`src/rtl/minmax_tracker_pkg.sv`:
```
// ============================================================================
// Module      : minmax_pkg
// Description : Shared types for the min/max streaming tracker.
// Revision    : 1.0 - initial release
// ============================================================================
`default_nettype none

package minmax_pkg;

    typedef enum logic [1:0] {
        S_FIRST = 2'd0,
        S_ACCUM = 2'd1,
        S_DONE  = 2'd2
    } state_t;

endpackage

`default_nettype wire

```
`src/rtl/adder_n.sv`:
```
// ============================================================================
// Module      : adder_n
// Description : N-bit ripple adder with carry-in.
// Revision    : 1.0 - initial release
// ============================================================================
`default_nettype none

module adder_n #(
    parameter int N = 32
) (
    input  logic [N-1:0] a,
    input  logic [N-1:0] b,
    input  logic         cin,
    output logic [N-1:0] sum
);

    assign sum = a + b + {{(N-1){1'b0}}, cin};

endmodule

`default_nettype wire

```
`src/rtl/slt.sv`:
```
// ============================================================================
// Module      : slt
// Description : Signed less-than, a < b, via subtraction with overflow fix-up.
// Revision    : 1.0 - initial release
// ============================================================================
`default_nettype none

module slt #(
    parameter int N = 32
) (
    input  logic [N-1:0] a,
    input  logic [N-1:0] b,
    output logic         lt
);

    logic [N-1:0] w_diff;
    logic         w_ovf;

    adder_n #(.N(N)) u_sub (
        .a   (a),
        .b   (~b),
        .cin (1'b1),
        .sum (w_diff)
    );

    // Subtraction overflows only when operand signs differ and the result
    // sign departs from a; the raw sign bit is then inverted.
    assign w_ovf = (a[N-1] ^ b[N-1]) & (w_diff[N-1] ^ a[N-1]);
    assign lt    = w_diff[N-1] ^ w_ovf;

endmodule

`default_nettype wire

```
`src/rtl/minmax_tracker.sv`:
```
// ============================================================================
// Module      : minmax_tracker
// Description : Per-frame running min/max (with indices) over a signed stream.
// Revision    : 1.0 - initial release
// ============================================================================
`default_nettype none

module minmax_tracker
    import minmax_pkg::*;
#(
    parameter int N     = 32,
    parameter int CNT_W = 8
) (
    input  logic             clk,
    input  logic             rst,
    input  logic [N-1:0]     in_data,
    input  logic             in_valid,
    input  logic             in_last,
    output logic             in_ready,
    output logic [N-1:0]     out_min,
    output logic [N-1:0]     out_max,
    output logic [CNT_W-1:0] out_min_idx,
    output logic [CNT_W-1:0] out_max_idx,
    output logic [CNT_W:0]   out_count,
    output logic             out_overflow,
    output logic             out_valid,
    input  logic             out_ready
);

    localparam logic [CNT_W:0] c_MAX_COUNT = {1'b1, {CNT_W{1'b0}}};

    state_t         r_state;
    state_t         w_state_nxt;
    logic           w_accept;
    logic           w_deliver;
    logic           w_min_lt;
    logic           w_max_lt;
    logic           w_upd_min;
    logic           w_upd_max;
    logic           w_close;
    logic           w_ovf_close;
    logic [CNT_W:0] w_count_nxt;

    slt #(.N(N)) u_slt_min (
        .a  (in_data),
        .b  (out_min),
        .lt (w_min_lt)
    );

    slt #(.N(N)) u_slt_max (
        .a  (out_max),
        .b  (in_data),
        .lt (w_max_lt)
    );

    always_comb begin
        in_ready    = (r_state != S_DONE);
        w_accept    = in_valid & in_ready;
        w_deliver   = out_valid & out_ready;
        w_count_nxt = (r_state == S_FIRST) ? {{CNT_W{1'b0}}, 1'b1} : out_count + 1'b1;
        w_upd_min   = w_accept & (r_state == S_ACCUM) & w_min_lt;
        w_upd_max   = w_accept & (r_state == S_ACCUM) & w_max_lt;
        w_ovf_close = ~in_last & (w_count_nxt == c_MAX_COUNT);
        w_close     = in_last | w_ovf_close;
        w_state_nxt = r_state;
        case (r_state)
            S_FIRST, S_ACCUM: if (w_accept) w_state_nxt = w_close ? S_DONE : S_ACCUM;
            S_DONE:           if (w_deliver) w_state_nxt = S_FIRST;
            default:          w_state_nxt = S_FIRST;
        endcase
    end

    always_ff @(posedge clk) begin
        if (rst) begin
            r_state      <= S_FIRST;
            out_min      <= '0;
            out_max      <= '0;
            out_min_idx  <= '0;
            out_max_idx  <= '0;
            out_count    <= '0;
            out_overflow <= 1'b0;
            out_valid    <= 1'b0;
        end else begin
            r_state <= w_state_nxt;
            if (w_accept) begin
                out_count    <= w_count_nxt;
                out_overflow <= w_ovf_close;
                if (w_close) out_valid <= 1'b1;
                if (r_state == S_FIRST) begin
                    out_min     <= in_data;
                    out_max     <= in_data;
                    out_min_idx <= '0;
                    out_max_idx <= '0;
                end
            end
            if (w_upd_min) begin
                out_min     <= in_data;
                out_min_idx <= out_count[CNT_W-1:0];
            end
            if (w_upd_max) begin
                out_max     <= in_data;
                out_max_idx <= out_count[CNT_W-1:0];
            end
            if (w_deliver) out_valid <= 1'b0;
        end
    end

endmodule

`default_nettype wire

```
`config.mk`:
```
export PLATFORM = sky130hd
export DESIGN_NAME = minmax_tracker
export DESIGN_NICKNAME = d
export VERILOG_FILES = /design/src/rtl/minmax_tracker_pkg.sv /design/src/rtl/adder_n.sv /design/src/rtl/slt.sv /design/src/rtl/minmax_tracker.sv
export SDC_FILE = /design/constraint.sdc
export NUM_CORES = 1
export LEC_CHECK = 0
export ABC_CLOCK_PERIOD_IN_PS = 3300
export CAP_MARGIN = 25
export CORE_MARGIN = 2
export CORE_UTILIZATION = 50
export CTS_CLUSTER_DIAMETER = 80
export DETAILED_ROUTE_END_ITERATION = 16
export PLACE_DENSITY = 0.79
export SYNTH_ARGS = -nofsm -noshare
export SYNTH_HDL_FRONTEND = slang
export SYNTH_SLANG_ARGS = --single-unit
```
`constraint.sdc`:
```
create_clock -name clk -period 3.3 [get_ports clk]
set_input_delay 0.66 -clock clk [delete_from_list [all_inputs] [get_ports clk]]
set_output_delay 0.66 -clock clk [all_outputs]
set_load 0.05 [all_outputs]
```
# Word-level counts from Yosys, hierarchy flattened
# Index checks and enable logic that the tools add are counted.
# totals
out_inout_bits,92
wordCells,61
regBits,93
# classes
reduce_logical,11
addsub,5
n_mux,13
bitwise_logic,18
eq_ne,6
# op_table
cell,count
two-way mux 32 bit,4
"adder 32 x 1 -> 32 bit, second input constant",2
adder 32 bit,2
NOT 32 bit,2
two-way mux 8 bit,4
"adder 9 x 1 -> 9 bit, second input constant",1
"equality test 9 bit, second input constant",1
two-way mux 9 bit,1
AND 1 bit,8
AND reduction 2 bit,4
nonzero test 2 bit,4
two-way mux 2 bit,3
"inequality test 2 bit, second input constant",3
bitwise XOR 1 bit,6
one-hot mux 2 bit (2 select lines),1
OR reduction 2 bit,2
"equality test 2 x 1 -> 1 bit, second input constant",1
"equality test 2 bit, second input constant",1
zero test 2 bit,1
NOT 1 bit,1
OR 1 bit,1

# Depth between registers and ports, before layout
# depth
word_depth,9
ltp_mapped,14

# Cells and area by module
# From an unflattened synthesis, not the netlist that was laid out.
# unflattened
hier_cells,1037
area_unflattened_um2,7667.4
# modules_own_cells
mod,instances,area_per_inst_um2,seq_area_each_um2,cells_per_inst
minmax_tracker,1,3563.4,1861.8,435
adder_n at u_slt_max.u_sub,1,2003.2,0.0,280
adder_n at u_slt_min.u_sub,1,1830.5,0.0,254
slt,2,135.1,0.0,34

# Worst setup path after synthesis
# Ideal clock, no wire load.
# synth_path
path_type,register to register
from,register out_min[24]
to,register out_min[24]
path_buffers,1
required_ns,3.230
arrival_ns,2.973
path_stages_with_launch,15
slack_ns,0.257
cell_sequence,dfxtp_1 > inv_1 > ha_1 > a21o_1 > a21o_1 > a21oi_1 > o21ai_0 > a221o_1 > a21oi_1 > fa_1 > nand2_1 > a21oi_1 > clkbuf_1 > nand2_1 > a21oi_1
# synth_via
elab_chain_len,9
elab_cells_between_ends,11
# synth_lines
item,line,source
"start, declared",minmax_tracker.sv:20,"output logic [N-1:0] out_min,"
"start signal, assigned",minmax_tracker.sv:90,out_min <= in_data;
"start signal, assigned",minmax_tracker.sv:97,out_min <= in_data;
NOT 32 bit (*),slt.sv:21,".b (~b),"
adder 32 bit (*),adder_n.sv:17,"assign sum = a + b + {{(N-1){1'b0}}, cin};"
adder 32 x 1 -> 32 bit (*),adder_n.sv:17,
bitwise XOR 1 bit,slt.sv:28,assign w_ovf = (a[N-1] ^ b[N-1]) & (w_diff[N-1] ^ a[N-1]);
AND 1 bit,slt.sv:28,
bitwise XOR 1 bit (*),slt.sv:29,assign lt = w_diff[N-1] ^ w_ovf;
AND 1 bit (*),minmax_tracker.sv:61,w_upd_min = w_accept & (r_state == S_ACCUM) & w_min_lt;
nonzero test 2 bit (no source line),-,
AND reduction 2 bit (no source line),-,
# Every way passes the cells marked *; elsewhere a longest branch is shown, timed or not.
# A chain may end at the register's enable or synchronous reset.

# Worst setup path after layout
# layout_path
from,input port in_data[17]
to,register out_min[6]
# layout_via
elab_chain_len,8
elab_cells_between_ends,10
# layout_lines
item,line,source
"start, declared",minmax_tracker.sv:16,"input logic [N-1:0] in_data,"
adder 32 bit (*),adder_n.sv:17,
adder 32 x 1 -> 32 bit (*),adder_n.sv:17,
bitwise XOR 1 bit,slt.sv:28,
AND 1 bit,slt.sv:28,
bitwise XOR 1 bit (*),slt.sv:29,
AND 1 bit (*),minmax_tracker.sv:61,
nonzero test 2 bit (no source line),-,
AND reduction 2 bit (no source line),-,
# Marks and branches as above.

==> summary.md <==
| Metric | Value |
|---|---|
| Status | complete, no violations |
| Fin Setup TNS | 0 ns |
| Cell count after synthesis | 650 |
| CP endpoint kind | flop |
| Die area | between 0.01 and 0.015 mm2 |
| Final Skew | between 0.009 and 0.01 ns |
| Fin area | 0.00716 mm2 |
| DRC Markers | 0 |
| Gr busiest metal | met2 |
| Power per cell area | 418 mW/mm2 |
| Top Ports | 129 |
| Syn Area/Cell | 7.79 um2 |
| Worst-skew pair later-pin latency | 0.37 ns |
| Setup Viol. Count Final | 0 |
| Yosys warnings | 0 |
| Die Wd | 105 um |
| Worst min path class | flop to flop |
| Synth unique cells | 50 |
| Setup slack after layout | 0.0986 ns |
| Post-Place Worst Slack | -0.469 ns |
| EDFF count, synth | 0 |
| Area contributors post-synth | dfxtp_1 (37%), ha_1 (15%), nand2_1 (11%) |
| Initial antenna violation count | 0 |
| Routed Antenna Nets | 0 |
| Reg clk slew, reported paths | 0.10 ns |
| Via density | approximately 5.5 |
| Maximum vdd drop | 0.000291 V |
| CTS H-tree lvls | 3 |
| Worst endpoint required time | 3.60 ns |
| Root buf cell | clkbuf_8 |
| Core Region | 0.00982 mm2 |
| Pin count of the biggest net entering global routing | 40 |
| Final Hold Fails | 0 |
| GPL Wtd Cong | 0.814 |
| MaxCap Viol Count | 0 |
| DR iter-0 viols | 259 |
| Clk buf depth | 2 |
| Synth Net Count | 750 |
| Power Total | 2990 uW |
| Critical path's slowest cell | clkdlybuf4s50_1 |
| Slew @ Worst Pin | roughly 0.74 ns |
| Grt ovf | 0 |
| Slowest stage delay, CP | 0.45 ns |
| Finished Layout Cells | 936 |
| Post-synth top area share | 36.8% |
| Hpwl dp | 10.5 mm |
| Final slew viol count | 0 |
| Kind of cell adding the most delay to the critical path | compound AO/OA/AOI/OAI gates |
| Initial core utilization | 51.6% |
| Ys async rst share | 0% |
| First-pass GRT wire length | 24.5 mm |
| Crit path kind | primary input to flop |
| Final Net Count | 898 |
| Mapped cell area | 0.00506 mm2 |
| CP Cell Sequence | clkdlybuf4s50_1 > buf_4 > ha_1 > a21o_1 > a21oi_2 > buf_4 > a211oi_1 > a21oi_2 > fa_2 > nand2_1 > a21o_1 > buf_8 > nand2_1 > a21oi_1 |
| Port-buffer cells | 128 |
| FF+latch count, synth | 93 |
| GRT Total Usage | 27.0% |
| LEAKAGE | 0.00304 uW |
| # rows | 36 |
| Area Overhead vs Synth | 41.5% |
| Area of placed instances | slightly below 0.007 mm2 |
| Placed insts | 919 |
| Final wirelength | between 10 and 15 mm |
| Final period util | 97.0% |
| Sequential-to-total area share from yosys stat | 36.8% |
| M2 GR Usage | 46.5% |
| CP Data Arrival Time | 3.50 ns |
| Share of layout cells above drive strength 1 | between 10 and 15% |
| Yosys top cell by area | dfxtp_1 |
| Predominant post-synthesis flop cell | dfxtp_1 |
| Slew HR | 51.0% |
| # clock sinks | 93 |
| Die Y | around 100 um |
| Vias in the first global route | 5056 |
| Avg WL per Cell | 16.0 um |
| CTS tree | built |
| CTS Buf Count | 9 |
| GR Util met1 | 34.6% |
| Critical Path Start Type | primary input |
| Min Tclk post-route | 3.20 ns |
| Via Count | 5118 |
| Buffers and inverters on the worst path | 4 |
| Max Fclk | ~310 MHz |
| Crit Path Max Fanout | 24 |
| ANT cells | 0 |
| DR pass1 iterations | 5 |
| GR Util met3 | 4.18% |
state kept, by name (all words and copies together) (netlist names):
name and cells:
r_state 2, out_max 32, out_overflow 1, out_count 9, out_min_idx 8, out_valid 1
out_min 32, out_max_idx 8
area by class of cell:
class | instances | area, um2
repair buffers | 175 | 1760
inverters | 66 | 248
flip-flops and latches | 93 | 1860
clock inverters | 6 | 93.8
fillers | 784 | 2660
multi-input cells | 453 | 2900
clock buffers | 10 | 138
well taps | 133 | 166
synthesized netlist by cell type (2+ instances only):
cell        n
nand3_2     2
ha_1       61
nor2_1     31
xor2_1      2
a22oi_1    20
clkbuf_1   33
and2_1      3
o211ai_1    3
nand2_1   148
a21oi_1    86
nor4_1      2
a32oi_1     2
and4_1      3
nand3_1     3
a21o_1     21
nand2b_1    4
dfxtp_1    93
clkbuf_2    3
nor2b_1     2
o21ai_0    14
fa_1        2
or4_1       2
nand4_1    10
inv_1      66
a211oi_1    5
nor3_1      5
power by group:
part	total (uW)	switching, uW	internal, uW
combinational	869	525	344
sequential	1230	52.7	1180
clock	892	439	453
total	2990	1020	1980
cell usage in the layout (no fill, tap or decap), types with 10 or more instances in the layout:
master,Yosys,final
a22oi_1,20,18
clkdlybuf4s50_1,0,121
ha_1,61,60
nand2_1,148,147
a21o_1,21,20
nand4_1,10,10
o21ai_0,14,10
a21oi_1,86,82
nor2_1,31,31
buf_4,0,36
dfxtp_1,93,93
inv_1,66,66
clkbuf_8,0,10
routing by layer:
metal / up-vias / wire length [um]
met4: 0 / 224
met3: 20 / 792
li1: 2488 / -
met5: - / 0
met2: 164 / 7560
met1: 2446 / 6420
kinds of logic after synthesis:
| family | Yosys count | synth area share (%) |
|---|---|---|
| buffers and inverters | 104 | 7.96 |
| DFF | 93 | 36.8 |
| muxes | 2 | 0.420 |
| adders and majority gates | 63 | 15.9 |
| AOI/OAI and AO/OA | 165 | 19.9 |
| and+or+nand+nor | 220 | 18.6 |
| xor gates and xnor gates | 3 | 0.519 |
timing repair:
| item | in CTS | in global routing |
|---|---|---|
| setup endpoints to repair | 40 | 80 |
| cloned | 1 | 0 |
| buffers inserted | 0 | 0 |
| pin swaps | 4 | 12 |
| hold buffers | 0 | 0 |
| gates resized for setup | 15 | 21 |
through the flow:
| stage | hold slack [ns] | utilization, % |
|---|---|---|
| 4_1_cts | 0.469 | 72.2 |
| 5_1_grt | 0.494 | 73.0 |
| 3_5_place_dp | 0.450 | 69.2 |
| 6_report | 0.465 | 73.0 |
| 3_3_place_gp | 0.444 | 69.2 |
| 2_1_floorplan | 0.538 | - |
worst paths after layout:
check                       startpoint                     endpoint  slack, ns  cells past startpoint
max reg2reg   out_min[24]$_SDFFE_PP0P_  out_min_idx[0]$_SDFFE_PP0P_       0.41                     14
min          out_overflow$_SDFFE_PP0P_    out_overflow$_SDFFE_PP0P_       0.46                      2
max                        in_data[17]      out_min[6]$_SDFFE_PP0P_        0.1                     14
min reg2reg  out_overflow$_SDFFE_PP0P_    out_overflow$_SDFFE_PP0P_       0.46                      2
worst register-to-register path: stages (launching register included):
cell and delay (ns):
dfxtp_1 0.38, inv_1 0.06, ha_1 0.29, a21o_1 0.16
a21o_1 0.16, a21oi_1 0.15, o21ai_1 0.13, a221o_1 0.38
a21oi_2 0.14, fa_2 0.21, nand2_1 0.08, a21o_1 0.25
buf_6 0.17, a22oi_1 0.16, nor2_1 0.06
No activity file was read; power rests on OpenSTA's default activity.
